--- src/rtl/stream_pkg.sv ---
// Shared encodings for the stream round-robin mux: source ids, arbiter
// states and grant bit positions.
package stream_pkg;

    localparam logic SRC_B = 1'b1;
    localparam logic SRC_C = 1'b0;

    localparam logic [0:0] IDLE_RR = 1'b0;
    localparam logic [0:0] LOCKED  = 1'b1;

    localparam int unsigned GNT_B = 1;
    localparam int unsigned GNT_C = 0;

    function automatic logic [1:0] src_onehot(input logic src);
        return (src == SRC_B) ? 2'b10 : 2'b01;
    endfunction

endpackage

--- src/rtl/stream_rr_mux_if.sv ---
// Handshake bundle for stream_rr_mux: two input streams (b, c) and one
// merged output stream (a). slave is the mux view, master the driver view.
interface stream_rr_mux_if #(
    parameter int DATA_WD = 4
);
    logic               b_valid;
    logic [DATA_WD-1:0] b_data;
    logic               b_last;
    logic               b_ready;

    logic               c_valid;
    logic [DATA_WD-1:0] c_data;
    logic               c_last;
    logic               c_ready;

    logic               a_valid;
    logic [DATA_WD-1:0] a_data;
    logic               a_last;
    logic               a_src;
    logic               a_ready;

    modport slave (
        input  b_valid, b_data, b_last,
        output b_ready,
        input  c_valid, c_data, c_last,
        output c_ready,
        output a_valid, a_data, a_last, a_src,
        input  a_ready
    );

    modport master (
        output b_valid, b_data, b_last,
        input  b_ready,
        output c_valid, c_data, c_last,
        input  c_ready,
        input  a_valid, a_data, a_last, a_src,
        output a_ready
    );

endinterface

--- src/rtl/stream_rr_arb.sv ---
// Packet-level round-robin arbiter: grants one of two requesters and keeps
// the grant locked to the owner until its last beat is accepted.
module stream_rr_arb
    import stream_pkg::*;
(
    input  logic       clk,
    input  logic       rst_n,
    input  logic [1:0] req,
    input  logic       last,
    input  logic       fire,
    output logic [1:0] grant
);

    logic [0:0] state;
    logic       owner;
    logic       ptr;
    logic       granted_src;

    // Under contention the input that did not own the previous packet wins.
    always_comb begin
        grant = '0;
        if (state == LOCKED) begin
            grant = src_onehot(owner);
        end else if (req == 2'b11) begin
            grant = src_onehot(~ptr);
        end else begin
            grant = req;
        end
    end

    assign granted_src = grant[GNT_B] ? SRC_B : SRC_C;

    always_ff @(posedge clk) begin
        if (!rst_n) begin
            state <= IDLE_RR;
            owner <= SRC_C;
            ptr   <= SRC_C;
        end else if (fire) begin
            if (last) begin
                state <= IDLE_RR;
                ptr   <= granted_src;
            end else begin
                state <= LOCKED;
                owner <= granted_src;
            end
        end
    end

endmodule

--- src/rtl/stream_rr_mux.sv ---
// Two-input packet round-robin stream mux with a registered one-beat
// output stage; arbitration lives in stream_rr_arb.
module stream_rr_mux
    import stream_pkg::*;
#(
    parameter int DATA_WD = 4
) (
    input  logic             clk,
    input  logic             rst_n,
    stream_rr_mux_if.slave   bus
);

    logic [1:0]         grant;
    logic               space;
    logic               b_fire;
    logic               c_fire;
    logic               load;
    logic               sel_last;
    logic [DATA_WD-1:0] sel_data;

    logic               a_valid_q;
    logic [DATA_WD-1:0] a_data_q;
    logic               a_last_q;
    logic               a_src_q;

    // The output slot can take a beat when empty or draining this cycle.
    assign space  = !a_valid_q || bus.a_ready;

    assign bus.b_ready = rst_n && grant[GNT_B] && space;
    assign bus.c_ready = rst_n && grant[GNT_C] && space;

    assign b_fire = bus.b_ready && bus.b_valid;
    assign c_fire = bus.c_ready && bus.c_valid;
    assign load   = b_fire || c_fire;

    assign sel_last = grant[GNT_B] ? bus.b_last : bus.c_last;
    assign sel_data = grant[GNT_B] ? bus.b_data : bus.c_data;

    stream_rr_arb u_arb (
        .clk   (clk),
        .rst_n (rst_n),
        .req   ({bus.b_valid, bus.c_valid}),
        .last  (sel_last),
        .fire  (load),
        .grant (grant)
    );

    always_ff @(posedge clk) begin
        if (!rst_n) begin
            a_valid_q <= 1'b0;
            a_data_q  <= '0;
            a_last_q  <= 1'b0;
            a_src_q   <= SRC_C;
        end else if (load) begin
            a_valid_q <= 1'b1;
            a_data_q  <= sel_data;
            a_last_q  <= sel_last;
            a_src_q   <= grant[GNT_B] ? SRC_B : SRC_C;
        end else if (bus.a_ready) begin
            a_valid_q <= 1'b0;
        end
    end

    assign bus.a_valid = a_valid_q;
    assign bus.a_data  = a_data_q;
    assign bus.a_last  = a_last_q;
    assign bus.a_src   = a_src_q;

endmodule

--- src/flat_wrapper.sv ---
// flat-port wrapper written by rule: the top's interface ports become plain ports
module stream_rr_mux_flat import stream_pkg::*;
#(
    parameter int DATA_WD = 4
)
  (clk, rst_n, bus_b_valid, bus_b_data, bus_b_last, bus_b_ready, bus_c_valid, bus_c_data, bus_c_last, bus_c_ready, bus_a_valid, bus_a_data, bus_a_last, bus_a_src, bus_a_ready);
  stream_rr_mux_if #(.DATA_WD(DATA_WD)) bus_i ();
  input  logic clk;
  input  logic rst_n;
  input wire logic [$bits(bus_i.b_valid)-1:0] bus_b_valid;
  input wire logic [$bits(bus_i.b_data)-1:0] bus_b_data;
  input wire logic [$bits(bus_i.b_last)-1:0] bus_b_last;
  output wire logic [$bits(bus_i.b_ready)-1:0] bus_b_ready;
  input wire logic [$bits(bus_i.c_valid)-1:0] bus_c_valid;
  input wire logic [$bits(bus_i.c_data)-1:0] bus_c_data;
  input wire logic [$bits(bus_i.c_last)-1:0] bus_c_last;
  output wire logic [$bits(bus_i.c_ready)-1:0] bus_c_ready;
  output wire logic [$bits(bus_i.a_valid)-1:0] bus_a_valid;
  output wire logic [$bits(bus_i.a_data)-1:0] bus_a_data;
  output wire logic [$bits(bus_i.a_last)-1:0] bus_a_last;
  output wire logic [$bits(bus_i.a_src)-1:0] bus_a_src;
  input wire logic [$bits(bus_i.a_ready)-1:0] bus_a_ready;
  assign bus_i.b_valid = bus_b_valid;
  assign bus_i.b_data = bus_b_data;
  assign bus_i.b_last = bus_b_last;
  assign bus_b_ready = bus_i.b_ready;
  assign bus_i.c_valid = bus_c_valid;
  assign bus_i.c_data = bus_c_data;
  assign bus_i.c_last = bus_c_last;
  assign bus_c_ready = bus_i.c_ready;
  assign bus_a_valid = bus_i.a_valid;
  assign bus_a_data = bus_i.a_data;
  assign bus_a_last = bus_i.a_last;
  assign bus_a_src = bus_i.a_src;
  assign bus_i.a_ready = bus_a_ready;
  stream_rr_mux #(.DATA_WD(DATA_WD)) u_core (.clk(clk), .rst_n(rst_n), .bus(bus_i));
endmodule
--- config.mk ---
export PLATFORM = sky130hd
export DESIGN_NAME = stream_rr_mux_flat
export DESIGN_NICKNAME = d
export VERILOG_FILES = /design/src/rtl/stream_pkg.sv /design/src/rtl/stream_rr_mux_if.sv /design/src/rtl/stream_rr_arb.sv /design/src/rtl/stream_rr_mux.sv /design/src/flat_wrapper.sv
export SDC_FILE = /design/constraint.sdc
export NUM_CORES = 1
export LEC_CHECK = 0
export CORE_MARGIN = 2
export CORE_UTILIZATION = 36
export DETAILED_ROUTE_END_ITERATION = 10
export GPL_TIMING_DRIVEN = 0
export PLACE_DENSITY = 0.81
export SLEW_MARGIN = 10
export SYNTH_ARGS = -nofsm -noshare
export SYNTH_HDL_FRONTEND = slang
export SYNTH_SLANG_ARGS = --single-unit
--- constraint.sdc ---
create_clock -name clk -period 1.5 [get_ports clk]
set_input_delay 0.3 -clock clk [delete_from_list [all_inputs] [get_ports clk]]
set_output_delay 0.3 -clock clk [all_outputs]
set_load 0.01 [all_outputs]
==> out/metrics.csv, run 1 <==
metric,value,unit
critical path type,reg2out,
largest net degree at the start of global routing,11,
DPL Wire Length,982.1,um
TNS Setup,-0.03251,ns
"Hold Vio Cnt, Final",0,
cell with the most instances after synthesis,dfxtp_1,
Worst Setup End Kind,output port,
CP max FO,3,
Peak VDD IR,0.4304,mV
Initial DRT Pass Iterations,4,
synthesis-to-finish area growth,81.55,%
num ports,24,
"Clk pin slew, worst setup/hold paths",0.07,ns
crit path launch type,flip-flop,
worst r2r dst,u_core.u_arb.ptr$_SDFFE_PN0P_,
worst slew pin tran,0.2990,ns
Min-Delay Path Class,in2reg,
Vias,607,
area of the multi-input gates,361.6,um2
TritonCTS clock tree,built,
gpl congestion,0.7723,
post-synth top area cell,dfxtp_1,
warning count from the yosys run,0,
fillers,112,
R2R Setup Slk,-0.01,ns
Worst slew margin,80.07,%
Post-synth EDFFs,0,
Post-Synthesis Cells,57,
Mapped Area,549.3,um2
placed cell count,96,
hold path cells,3,
Post-synth ARST share,0,%
Yosys cell types,24,
Power Total,0.8583,mW
part of the Yosys area used for sequential elements,36.45,%
Placeable Area,1471,um2
grt total ovfl,0,
hold_ws,0.3714,ns
row count,14,
final WL,1.722,mm
vias in the first global route,580,
CTS Buf Count,3,
number of port buffers,23,
root buffer cell,clkbuf_4,
post-synthesis net count,72,
Worst Min Path Start,rst_n,
clk sinks,10,
failing checks,negative setup slack,
post-layout util,67.77,%
Sequential Area,206.4,um2
WP data required,1.20,ns
max-slew violation count,0,
die width,43.06,um
"Clk Latency, worst-skew pair",0.26,ns
final period utilization,101.5,%
FF-to-FF path depth,5,
Synth area leaders,"dfxtp_1 (36%), mux2i_1 (15%), a2111oi_4 (5.0%)",
crit path DAT,1.22,ns
Max Freq,657.1,MHz
Synth Area per Inst,9.636,um2
Non-Filler Instances,111,
status,finished with violations,
# diodes,0,
unrepaired setup endpoints after global routing,true,
hold endpoint,u_core.bus.a_valid$_SDFFE_PN0P_,
"FF+latch count, synth",10,
first-pass GRT wire length,2.435,mm
H-tree Lvls,1,
# DRC,0,
leakage power,0.4488,nW
Power per Cell Area,860.7,nW/um2
Final nets,111,
Post-synth top cells,"dfxtp_1 (10), mux2i_1 (8), nor2_1 (7)",
maxcap violations,0,
Vias/cell,5.468,
remaining antenna violation count after routing,0,
Die Y,43.06,um
CTS Buffer Depth,2,
Setup Skew,0.002382,ns
Final Critical Period,1.522,ns
initial core utilization,37.33,%
fin worst setup slack,-0.02176,ns
r2r startpoint,u_core.u_arb.owner$_SDFFE_PN0P_,
WL/cell,15.51,um
"Setup violations, final",3,
main flop type after synthesis,dfxtp_1,
number of DRC markers in iteration 0,16,
fraction of layout cells with a size suffix above 1,44.21,%
Die ar.,1854,um2
initial antenna violation count,0,
Total GRT Usage,18.41,%
share of the synthesized area in the top cell type,36.45,%
-- logic make-up after synthesis --
kind of cell,share of synthesized area (%)
compound gates,27.79
buf+inv,6.377
flops,36.45
mux,18.68
simple gates,10.71
-- through the flow --
stage,setup WS [ns],area (um2)
6_report,-0.02176,997.2
4_1_cts,-0.001729,903.4
3_3_place_gp,-0.8511,799.5
2_1_floorplan,0.03764,549.3
5_1_grt,-0.08283,997.2
3_5_place_dp,-0.8556,799.5
-- final cells by class --
class / instances / area share [%]
clock buffers: 4 / 3.639
inverters: 3 / 1.129
plain buffers: 3 / 3.388
flip-flops and latches: 10 / 20.70
repair buffers: 34 / 32.87
multi-input cells: 41 / 36.26
well taps: 16 / 2.008
-- critical path, cell delays in order, from the launching register on --
cell	delay, ns
dfxtp_2	0.34
a21boi_2	0.16
mux2i_2	0.10
buf_4	0.15
nor2_2	0.07
buf_2	0.13
-- sequential cells by signal, indices dropped and copies added, names as in the netlist --
signal              count
u_core.bus.a_data       4
u_core.bus.a_last       1
u_core.bus.a_src        1
u_core.bus.a_valid      1
u_core.u_arb.owner      1
u_core.u_arb.ptr        1
u_core.u_arb.state      1
-- cell usage in the layout, fill, tap and decap left out, drive strengths merged --
cell type,instances
dlygate4sd2,2
o32a,1
o41ai,1
nor2,7
clkdlybuf4s50,15
nor2b,1
o221a,2
nand2b,1
buf,16
inv,3
dlymetal6s2s,3
a21oi,5
clkbuf,5
mux2i,8
dfxtp,10
a2111oi,1
o21ai,7
nand2,2
nand4,1
nor4,1
mux2,2
a21boi,1
-- worst max path at each step --
| stage | end | from | cells after the start |
|---|---|---|---|
| 5_1_grt | bus_b_ready | u_core.u_arb.ptr$_SDFFE_PN0P_ | 5 |
| 6_report | bus_b_ready | u_core.u_arb.ptr$_SDFFE_PN0P_ | 5 |
| 3_5_place_dp | bus_b_ready | bus_b_valid | 6 |
| 3_3_place_gp | bus_b_ready | bus_b_valid | 6 |
| 2_1_floorplan | u_core.u_arb.ptr$_SDFFE_PN0P_ | u_core.u_arb.state$_SDFFE_PN0P_ | 4 |
| 4_1_cts | bus_c_ready | u_core.u_arb.ptr$_SDFFE_PN0P_ | 4 |
-- repair_timing --
item                                    in CTS  in global routing
gates resized for setup                     23                 18
pin swaps                                    2                  4
setup buffers                                8                  3
endpoints found under the setup margin      12                 11
hold buffers                                 0                  0
cloned                                       0                  1
-- power breakdown --
group | internal, mW | switching, mW | total [mW] | leakage (nW)
Sequential | 0.290 | 0.0171 | 0.307 | 0.0839
Clock | 0.147 | 0.0956 | 0.243 | 0.0210
Combinational | 0.180 | 0.128 | 0.308 | 0.344
-- per-layer routing --
metal  routed length, um  track usage (%)
met5                   0                0
met4                  67            13.33
met3                 137            8.085
met2                 903            32.12
met1                 614            16.58
No activity file was read; power rests on OpenSTA's default activity.
==> run 2, diff against run 1 <==
Settings changed: HOLD_SLACK_MARGIN from default to 0.06.
==> results of run 2 <==
No change in the layout: final DEF, timing and power equal those of run 1.
